File: src/rtl/ps2_pkg.sv
// Shared types and constants for the PS/2 keypad decoder: frame FSM states,
// special scan codes, keypad scan-code table and the scan-code to nibble map.
package ps2_pkg;

  typedef enum logic [1:0] {
    ST_IDLE   = 2'd0,
    ST_DATA   = 2'd1,
    ST_PARITY = 2'd2,
    ST_STOP   = 2'd3
  } ps2_state_t;

  localparam int TIMEOUT_CYCLES_DEF = 50000;

  localparam logic [7:0] SC_BREAK = 8'hF0;
  localparam logic [7:0] SC_EXT   = 8'hE0;

  localparam logic [7:0] SC_KEY_0     = 8'h45;
  localparam logic [7:0] SC_KEY_1     = 8'h16;
  localparam logic [7:0] SC_KEY_2     = 8'h1E;
  localparam logic [7:0] SC_KEY_3     = 8'h26;
  localparam logic [7:0] SC_KEY_4     = 8'h25;
  localparam logic [7:0] SC_KEY_5     = 8'h2E;
  localparam logic [7:0] SC_KEY_6     = 8'h36;
  localparam logic [7:0] SC_KEY_7     = 8'h3D;
  localparam logic [7:0] SC_KEY_8     = 8'h3E;
  localparam logic [7:0] SC_KEY_9     = 8'h46;
  localparam logic [7:0] SC_KEY_PLUS  = 8'h79;
  localparam logic [7:0] SC_KEY_MINUS = 8'h7B;

  localparam logic [3:0] KEY_OTHER = 4'hC;

  function automatic logic [3:0] map_scan(input logic [7:0] sc);
    logic [3:0] nib;
    case (sc)
      SC_KEY_0:     nib = 4'h0;
      SC_KEY_1:     nib = 4'h1;
      SC_KEY_2:     nib = 4'h2;
      SC_KEY_3:     nib = 4'h3;
      SC_KEY_4:     nib = 4'h4;
      SC_KEY_5:     nib = 4'h5;
      SC_KEY_6:     nib = 4'h6;
      SC_KEY_7:     nib = 4'h7;
      SC_KEY_8:     nib = 4'h8;
      SC_KEY_9:     nib = 4'h9;
      SC_KEY_PLUS:  nib = 4'hA;
      SC_KEY_MINUS: nib = 4'hB;
      default:      nib = KEY_OTHER;
    endcase
    return nib;
  endfunction

endpackage

File: src/rtl/ps2_rx_frame.sv
// PS/2 frame receiver: synchronises the raw bus, detects ps2_clk falling edges,
// assembles 11-bit frames and flags parity, stop-bit and inter-edge timeout errors.
module ps2_rx_frame
  import ps2_pkg::*;
#(
  parameter int TIMEOUT_CYCLES = TIMEOUT_CYCLES_DEF
) (
  input  logic       clk,
  input  logic       rst,
  input  logic       ps2_clk,
  input  logic       ps2_data,
  output logic [7:0] rx_byte,
  output logic       byte_stb,
  output logic       err_stb
);

  localparam int CNT_W = $clog2(TIMEOUT_CYCLES) + 1;
  localparam logic [CNT_W-1:0] CNT_LAST = CNT_W'(TIMEOUT_CYCLES - 1);

  logic             r_clk_s1, r_clk_s2, r_clk_prev;
  logic             r_dat_s1, r_dat_s2;
  logic             w_fall;
  ps2_state_t       r_state;
  logic [2:0]       r_bitcnt;
  logic             r_parity;
  logic [7:0]       r_shift;
  logic [CNT_W-1:0] r_cnt;
  logic             r_byte_stb, r_err_stb;

  assign w_fall   = r_clk_prev & ~r_clk_s2;
  assign rx_byte  = r_shift;
  assign byte_stb = r_byte_stb;
  assign err_stb  = r_err_stb;

  always_ff @(posedge clk) begin
    if (rst) begin
      r_clk_s1   <= 1'b1;
      r_clk_s2   <= 1'b1;
      r_clk_prev <= 1'b1;
      r_dat_s1   <= 1'b1;
      r_dat_s2   <= 1'b1;
      r_state    <= ST_IDLE;
      r_bitcnt   <= 3'd0;
      r_parity   <= 1'b0;
      r_cnt      <= '0;
      r_byte_stb <= 1'b0;
      r_err_stb  <= 1'b0;
    end else begin
      r_clk_s1   <= ps2_clk;
      r_clk_s2   <= r_clk_s1;
      r_clk_prev <= r_clk_s2;
      r_dat_s1   <= ps2_data;
      r_dat_s2   <= r_dat_s1;
      r_byte_stb <= 1'b0;
      r_err_stb  <= 1'b0;

      if (r_state == ST_IDLE || w_fall)
        r_cnt <= '0;
      else if (r_cnt != CNT_LAST)
        r_cnt <= r_cnt + CNT_W'(1);

      if (w_fall) begin
        case (r_state)
          ST_IDLE: begin
            if (!r_dat_s2) begin
              r_state  <= ST_DATA;
              r_bitcnt <= 3'd0;
            end
          end
          ST_DATA: begin
            r_bitcnt <= r_bitcnt + 3'd1;
            if (r_bitcnt == 3'd7)
              r_state <= ST_PARITY;
          end
          ST_PARITY: begin
            r_parity <= r_dat_s2;
            r_state  <= ST_STOP;
          end
          default: begin
            // Odd parity: data bits plus parity bit must have odd weight.
            if (r_dat_s2 && (^{r_shift, r_parity}))
              r_byte_stb <= 1'b1;
            else
              r_err_stb  <= 1'b1;
            r_state <= ST_IDLE;
          end
        endcase
      end else if (r_state != ST_IDLE && r_cnt == CNT_LAST) begin
        r_state   <= ST_IDLE;
        r_err_stb <= 1'b1;
      end
    end
  end

  // Data shift register carries no reset; it is only consumed alongside byte_stb.
  always_ff @(posedge clk) begin
    if (r_state == ST_DATA && w_fall)
      r_shift <= {r_dat_s2, r_shift[7:1]};
  end

endmodule

File: src/rtl/ps2_keypad_decoder.sv
// PS/2 keypad decoder top: filters break/extended prefixes from received bytes and
// presents each key press as a 4-bit code with a one-cycle valid pulse.
module ps2_keypad_decoder
  import ps2_pkg::*;
#(
  parameter int TIMEOUT_CYCLES = TIMEOUT_CYCLES_DEF
) (
  input  logic       clk,
  input  logic       rst,
  input  logic       ps2_clk,
  input  logic       ps2_data,
  output logic [3:0] key_code,
  output logic       key_valid,
  output logic       frame_err
);

  logic [7:0] w_byte;
  logic       w_byte_stb;
  logic       w_err_stb;
  logic       r_break;
  logic [3:0] r_key_code;
  logic       r_key_valid;
  logic       r_frame_err;

  ps2_rx_frame #(
    .TIMEOUT_CYCLES(TIMEOUT_CYCLES)
  ) u_rx (
    .clk      (clk),
    .rst      (rst),
    .ps2_clk  (ps2_clk),
    .ps2_data (ps2_data),
    .rx_byte  (w_byte),
    .byte_stb (w_byte_stb),
    .err_stb  (w_err_stb)
  );

  always_ff @(posedge clk) begin
    if (rst) begin
      r_break     <= 1'b0;
      r_key_code  <= 4'h0;
      r_key_valid <= 1'b0;
      r_frame_err <= 1'b0;
    end else begin
      r_key_valid <= 1'b0;
      r_frame_err <= w_err_stb;
      if (w_byte_stb) begin
        if (w_byte == SC_BREAK) begin
          r_break <= 1'b1;
        end else if (w_byte == SC_EXT) begin
          r_break <= r_break;
        end else if (r_break) begin
          // Byte following F0 is the released key: swallow it.
          r_break <= 1'b0;
        end else begin
          r_key_code  <= map_scan(w_byte);
          r_key_valid <= 1'b1;
        end
      end
    end
  end

  assign key_code  = r_key_code;
  assign key_valid = r_key_valid;
  assign frame_err = r_frame_err;

endmodule

File: config.mk
export PLATFORM = sky130hd
export DESIGN_NAME = ps2_keypad_decoder
export DESIGN_NICKNAME = d
export VERILOG_FILES = /design/src/rtl/ps2_pkg.sv /design/src/rtl/ps2_rx_frame.sv /design/src/rtl/ps2_keypad_decoder.sv
export SDC_FILE = /design/constraint.sdc
export NUM_CORES = 1
export LEC_CHECK = 0
export ABC_AREA = 1
export BUFFER_PORTS_ARGS = -buffer_cell sky130_fd_sc_hd__buf_2
export CORE_ASPECT_RATIO = 1.5
export CORE_MARGIN = 10
export CORE_UTILIZATION = 60
export DETAILED_ROUTE_END_ITERATION = 12
export GPL_TIMING_DRIVEN = 0
export MAX_ROUTING_LAYER = met4
export PLACE_DENSITY = 0.86
export REMOVE_ABC_BUFFERS = 1
export SYNTH_ARGS = -nofsm -noshare
export SYNTH_HDL_FRONTEND = slang
export SYNTH_HIERARCHICAL = 1
export SYNTH_SLANG_ARGS = --single-unit
File: constraint.sdc
create_clock -name clk -period 3.3 [get_ports clk]
set_clock_uncertainty 0.1 [all_clocks]
set_input_delay 0 -clock clk [delete_from_list [all_inputs] [get_ports clk]]
set_output_delay 0 -clock clk [all_outputs]
set_load 0.02 [all_outputs]
* Word level (Yosys, flattened, before mapping) *
Cells that the tools add are included.

storage, ports and cells
  latch bits = 0
  output and inout port bits = 6
  logic and storage cells = 82
  bits in writable memories = 0
  memory bits (read-only) = 0
  memories kept = 0
  flip-flop bits (word level) = 45
  bits of input ports = 4

operators by class
  reductions and logical operators = 18
  bitwise logic cells = 7
  div/mod/pow operators = 0
  shift-type cells = 0
  multiply operators = 0
  $lt $le $gt $ge = 0
  add/sub/neg operators = 2
  multiplexer cells = 16
  eq/ne operators = 23

operator list
  cell                     count
  $eq A8 B6 Y1 const B     6
  $pmux W4 S12             1
  $eq A8 B7 Y1 const B     4
  $add A17 B1 Y17 const B  1
  $eq A17 B16 Y1 const B   1
  $ne A17 B16 Y1 const B   1
  $eq A8 B5 Y1 const B     2
  $eq A8 B8 Y1 const B     2
  $reduce_xor A9 Y1        1
  $mux W1                  8
  $mux W2                  4
  $ne A3 B3 Y1 const B     2
  $not A1 Y1               6
  $pmux W2 S3              1
  $pmux W3 S2              1
  $reduce_and A3 Y1        2
  $reduce_bool A2 Y1       3
  $reduce_or A5 Y1         1
  $ne A2 B2 Y1 const B     2
  $reduce_and A2 Y1        2
  $reduce_and A4 Y1        1
  $reduce_or A4 Y1         1
  $add A3 B1 Y3 const B    1
  $eq A3 B3 Y1 const B     1
  other kinds (9)          11

* Depth between registers and ports, before layout *
  depth in word-level cells = 5
  gate-level depth with buffers = 10
  gate-level depth less buffers = 10

* Modules after synthesis *
The synthesis kept the hierarchy.

modules (own cells, without submodules)
  module              area each (um2)  cells an instance  seq. area each (um2)  instances
  ps2_rx_frame        1838.0           228                840.8                 1
  ps2_keypad_decoder  593.1            104                140.1                 1

* Worst setup path after synthesis *
No wires, ideal clock.

  kind = register to register
  start point = register u_rx.r_state[1]
  end point = register u_rx.r_shift[0], in the netlist u_rx/rx_byte[0], enable pin
  stages on the path, launching flop included = 5
  slack = 1.826 ns
  library setup time = 0.370 ns
  clock period less this slack = 1.474 ns
  data required time = 2.830 ns
  arrival time = 1.003 ns
  buffers on the path = 0
  cells stage by stage = dfxtp_1 -> inv_1 -> ha_1 -> inv_1 -> nor2_1

between the ends
  word-level cells in the longest chain between the ends = 2

ends and longest elaborated chain
  element                   RTL line            text
  start: declaration        ps2_rx_frame.sv:23  ps2_state_t r_state;
  start signal: assignment  ps2_rx_frame.sv:42  r_state <= ST_IDLE;
  start signal: assignment  ps2_rx_frame.sv:66  r_state <= ST_DATA;
  start signal: assignment  ps2_rx_frame.sv:73  r_state <= ST_PARITY;
  $eq A2 B1 Y1              ps2_rx_frame.sv:97  if (r_state == ST_DATA && w_fall)
  $logic_and A1 B1 Y1       ps2_rx_frame.sv:97
  end signal: assignment    ps2_rx_frame.sv:98  r_shift <= {r_dat_s2, r_shift[7:1]};
  end: declaration          ps2_rx_frame.sv:26  logic [7:0] r_shift;

No other way between the ends.
A chain may end at the register's enable or synchronous reset.

* Final worst setup path *
  start point = register u_rx.r_state[1]
  end point = register u_rx.r_shift[1], in the netlist u_rx/rx_byte[1], enable pin

Same word-level chain as after synthesis.

==> impl_metrics.csv <==
group,metric,value,unit
run_status,status,"complete, no violations",
synthesis,synth_area_per_cell,7.32,um^2
global_routing,overflow,0,
cts,cts_made_buffers,5,
drt,wl_per_cell,11.5,um
global_routing,grt_pass1_vias,2003,
place,globalplace.congestion,0.825,
die,core_area,3920,um^2
cts,clock_latency,0.30,ns
die,start_util,62.0,%
place,post-dp-hpwl,3480,um
synthesis,ys_warn_count,6,
cells_and_area,drive_gt1_share,17.9,%
setup_path,path_max_fanout,8,
job,maxCapViolations,0,
pwr,p_per_area,348,nW/um^2
global_routing,grt_pass1_wl,7850,um
drt,firstDrtPassIters,4,
cts,cts_tree,"yes",
synthesis,yosysTopAreaCellShare,30.5,%
sta,final_hold_viol_count,0,
cts,clock_path_buffers,2,
cells_and_area,num-fill-cells,341,
pwr,p_leak,1.21,nW
setup_path,cp-start-kind,"flip-flop",
setup_path,cp.arrival,1.53,ns
die,die-area,7050,um^2
cts,h-tree-depth,2,
drt,drc,0,
setup_path,r2r_slack,1.60,ns
drt,drt_iter0_markers,56,
worst_hold_path,hold_class,"flip-flop to flip-flop",
sta,post-route-period-util,51.4,%
sta,final.setup.tns,0,ns
sta,max_freq,0.589,GHz
synthesis,synthCells,332,
drt,vias_per_cell,5.18,
global_routing,grt_start_max_net_pins,16,
sta,rsz0062_at_grt,"false",
synthesis,netlist_top_cells_area,"dfxtp_1, nand2_1, edfxtp_1",
synthesis,seq_area_frac_synth,40.3,%
drt,via_count,2056,
synthesis,syn_area,2430,um^2
setup_path,endpoint_kind,"flip-flop",
cts,root_buffer,"clkbuf_8",
sta,finalMaxSlewViolations,0,
sta,fin_crit,1.70,ns
sta,whs,0.305,ns
die,num_rows,28,
cells_and_area,multiInputGateArea,1250,um^2
die,io_pins,10,
sta,setup_viol,0,
drt,routed_wl,4580,um
drt,ant_nets,0,
die,die_h,98.0,um
place,port_buffers,9,
sta,worst_pin_slew,0.626,ns
cells_and_area,nets,362,
cells_and_area,register_area,981,um^2
setup_path,crit_required,3.14,ns
pwr,irDropWorstVdd,0.345,mV
cts,cts_repair_resize_count,0,
setup_path,worstSetupPathType,"flip-flop to flip-flop",
synthesis,synth.ff_latch_count,45,
cts,cts.sinks,45,
cells_and_area,syn2layout_area_growth,9.11,%
synthesis,yosys.area.top_type,"dfxtp_1",
global_routing,grt_use_total,13.5,%
cts,clk_pin_slew,0.09,ns
synthesis,ys_types,33,
die,fp.dieW,72.0,um
sta,slew_headroom,58.1,%
global_routing,antenna_found_initial,0,
cells_and_area,diodes,0,
## cell usage after synthesis
library cell	number
nor2_4	6
a21oi_1	21
nand3_4	1
nand4_2	1
nor3_4	1
o21ai_2	1
inv_1	46
nand4_1	4
nor4_1	1
nand3_1	12
o211ai_1	1
inv_2	7
o21a_1	2
nand2_2	13
a211oi_1	1
nor3_1	4
a311oi_1	1
edfxtp_1	8
ha_1	7
o21bai_1	2
xnor2_1	3
a21oi_2	2
nor3b_1	1
dfxtp_1	37
or2_2	4
o21ai_1	4
nor2_2	6
nand3_2	3
nand2_4	1
xor2_1	3
o21ai_0	6
nor2_1	38
nand2_1	84
## cell usage in the layout, fill, tap and decap left out, types with 2 or more instances in the layout
cell type / n
dfxtp_1: 37
a21oi_2: 2
nand2_1: 84
nor2_1: 38
xor2_1: 3
inv_2: 7
o21ai_0: 6
nand2_2: 13
clkbuf_8: 5
xnor2_1: 3
nor2_4: 6
o21bai_1: 2
or2_2: 4
inv_1: 46
edfxtp_1: 8
nand4_1: 4
dlygate4sd3_1: 3
ha_1: 7
nand3_2: 3
a21oi_1: 21
o21a_1: 2
nand3_1: 12
nor2_2: 6
buf_2: 9
nor3_1: 4
o21ai_1: 4
## metrics by stage
| step | instances | area [um^2] | util (%) | worst slack, ns | power (mW) |
|---|---|---|---|---|---|
| after floorplan | 332 | 2430 | - | 1.83 | 0.583 |
| after global placement | 386 | 2530 | 64.5 | 1.67 | 0.589 |
| after detailed placement | 386 | 2530 | 64.5 | 1.62 | 0.590 |
| after CTS | 397 | 2650 | 67.6 | 1.59 | 0.932 |
| after global routing | 397 | 2650 | 67.6 | 1.47 | 0.951 |
| final | 397 | 2650 | 67.6 | 1.60 | 0.923 |
## what timing repair did
| action | CTS | global route |
|---|---|---|
| hold buffers | 3 | 0 |
| endpoints found under the hold margin | 10 | 0 |
| buffers inserted | 0 | 0 |
| endpoints found under the setup margin | 0 | 0 |
## area by class of cell
type                       count  share of cell area, %
multi-input combinational    234                   47.2
sequential                    45                   37.0
inverter                      53                   7.50
timing repair buffer          12                   2.83
clock buffer                   5                   2.59
tap                           45                   2.12
clock inverter                 3                  0.802
## flip-flops by register name (all words and copies together), names as in the netlist
register,flops
u_rx/r_state,2
u_rx/byte_stb,1
u_rx/r_dat_s2,1
u_rx/r_parity,1
u_rx/r_bitcnt,3
u_rx/err_stb,1
u_rx/r_dat_s1,1
u_rx/r_clk_prev,1
key_valid,1
u_rx/rx_byte,8
r_break,1
u_rx/r_clk_s1,1
u_rx/r_clk_s2,1
u_rx/r_cnt,17
key_code,4
frame_err,1
## cell families after synthesis
| kind of cell | share of synthesized area, % |
|---|---|
| adders and majority gates | 3.60 |
| AOI/OAI and AO/OA | 9.68 |
| DFF | 40.3 |
| buffers and inverters | 8.18 |
| xor gates and xnor gates | 2.16 |
| and+or+nand+nor | 36.0 |
## final timing paths
check | from | endpoint | cells past startpoint
setup reg to reg | u_rx/r_state[1] | u_rx/rx_byte[1] | 4
setup / recovery | u_rx/r_state[1] | u_rx/rx_byte[1] | 4
hold reg to reg | u_rx/r_clk_s1 | u_rx/r_clk_s2 | 1
hold / removal | u_rx/r_clk_s1 | u_rx/r_clk_s2 | 1
## critical path, stage by stage, from the launching register on
cell	delay [ns]
dfxtp_1	0.35
inv_1	0.09
ha_1	0.19
inv_1	0.10
nor2_1	0.51
## power by group
| part | switching (mW) | internal [mW] |
|---|---|---|
| Sequential | 0.00148 | 0.559 |
| Combinational | 0.0112 | 0.00801 |
| Clock | 0.193 | 0.150 |
| Total | 0.206 | 0.717 |
## metal layers
| metal | vias up | track usage (%) | share of wire (%) |
|---|---|---|---|
| met5 | - | - | 0 |
| met1 | 944 | 11.9 | 38 |
| met4 | 0 | 5.53 | 1.7 |
| met3 | 7 | 2.53 | 2.8 |
| li1 | 1080 | - | - |
| met2 | 25 | 26.4 | 58 |
(Power assumes the default switching activity.)
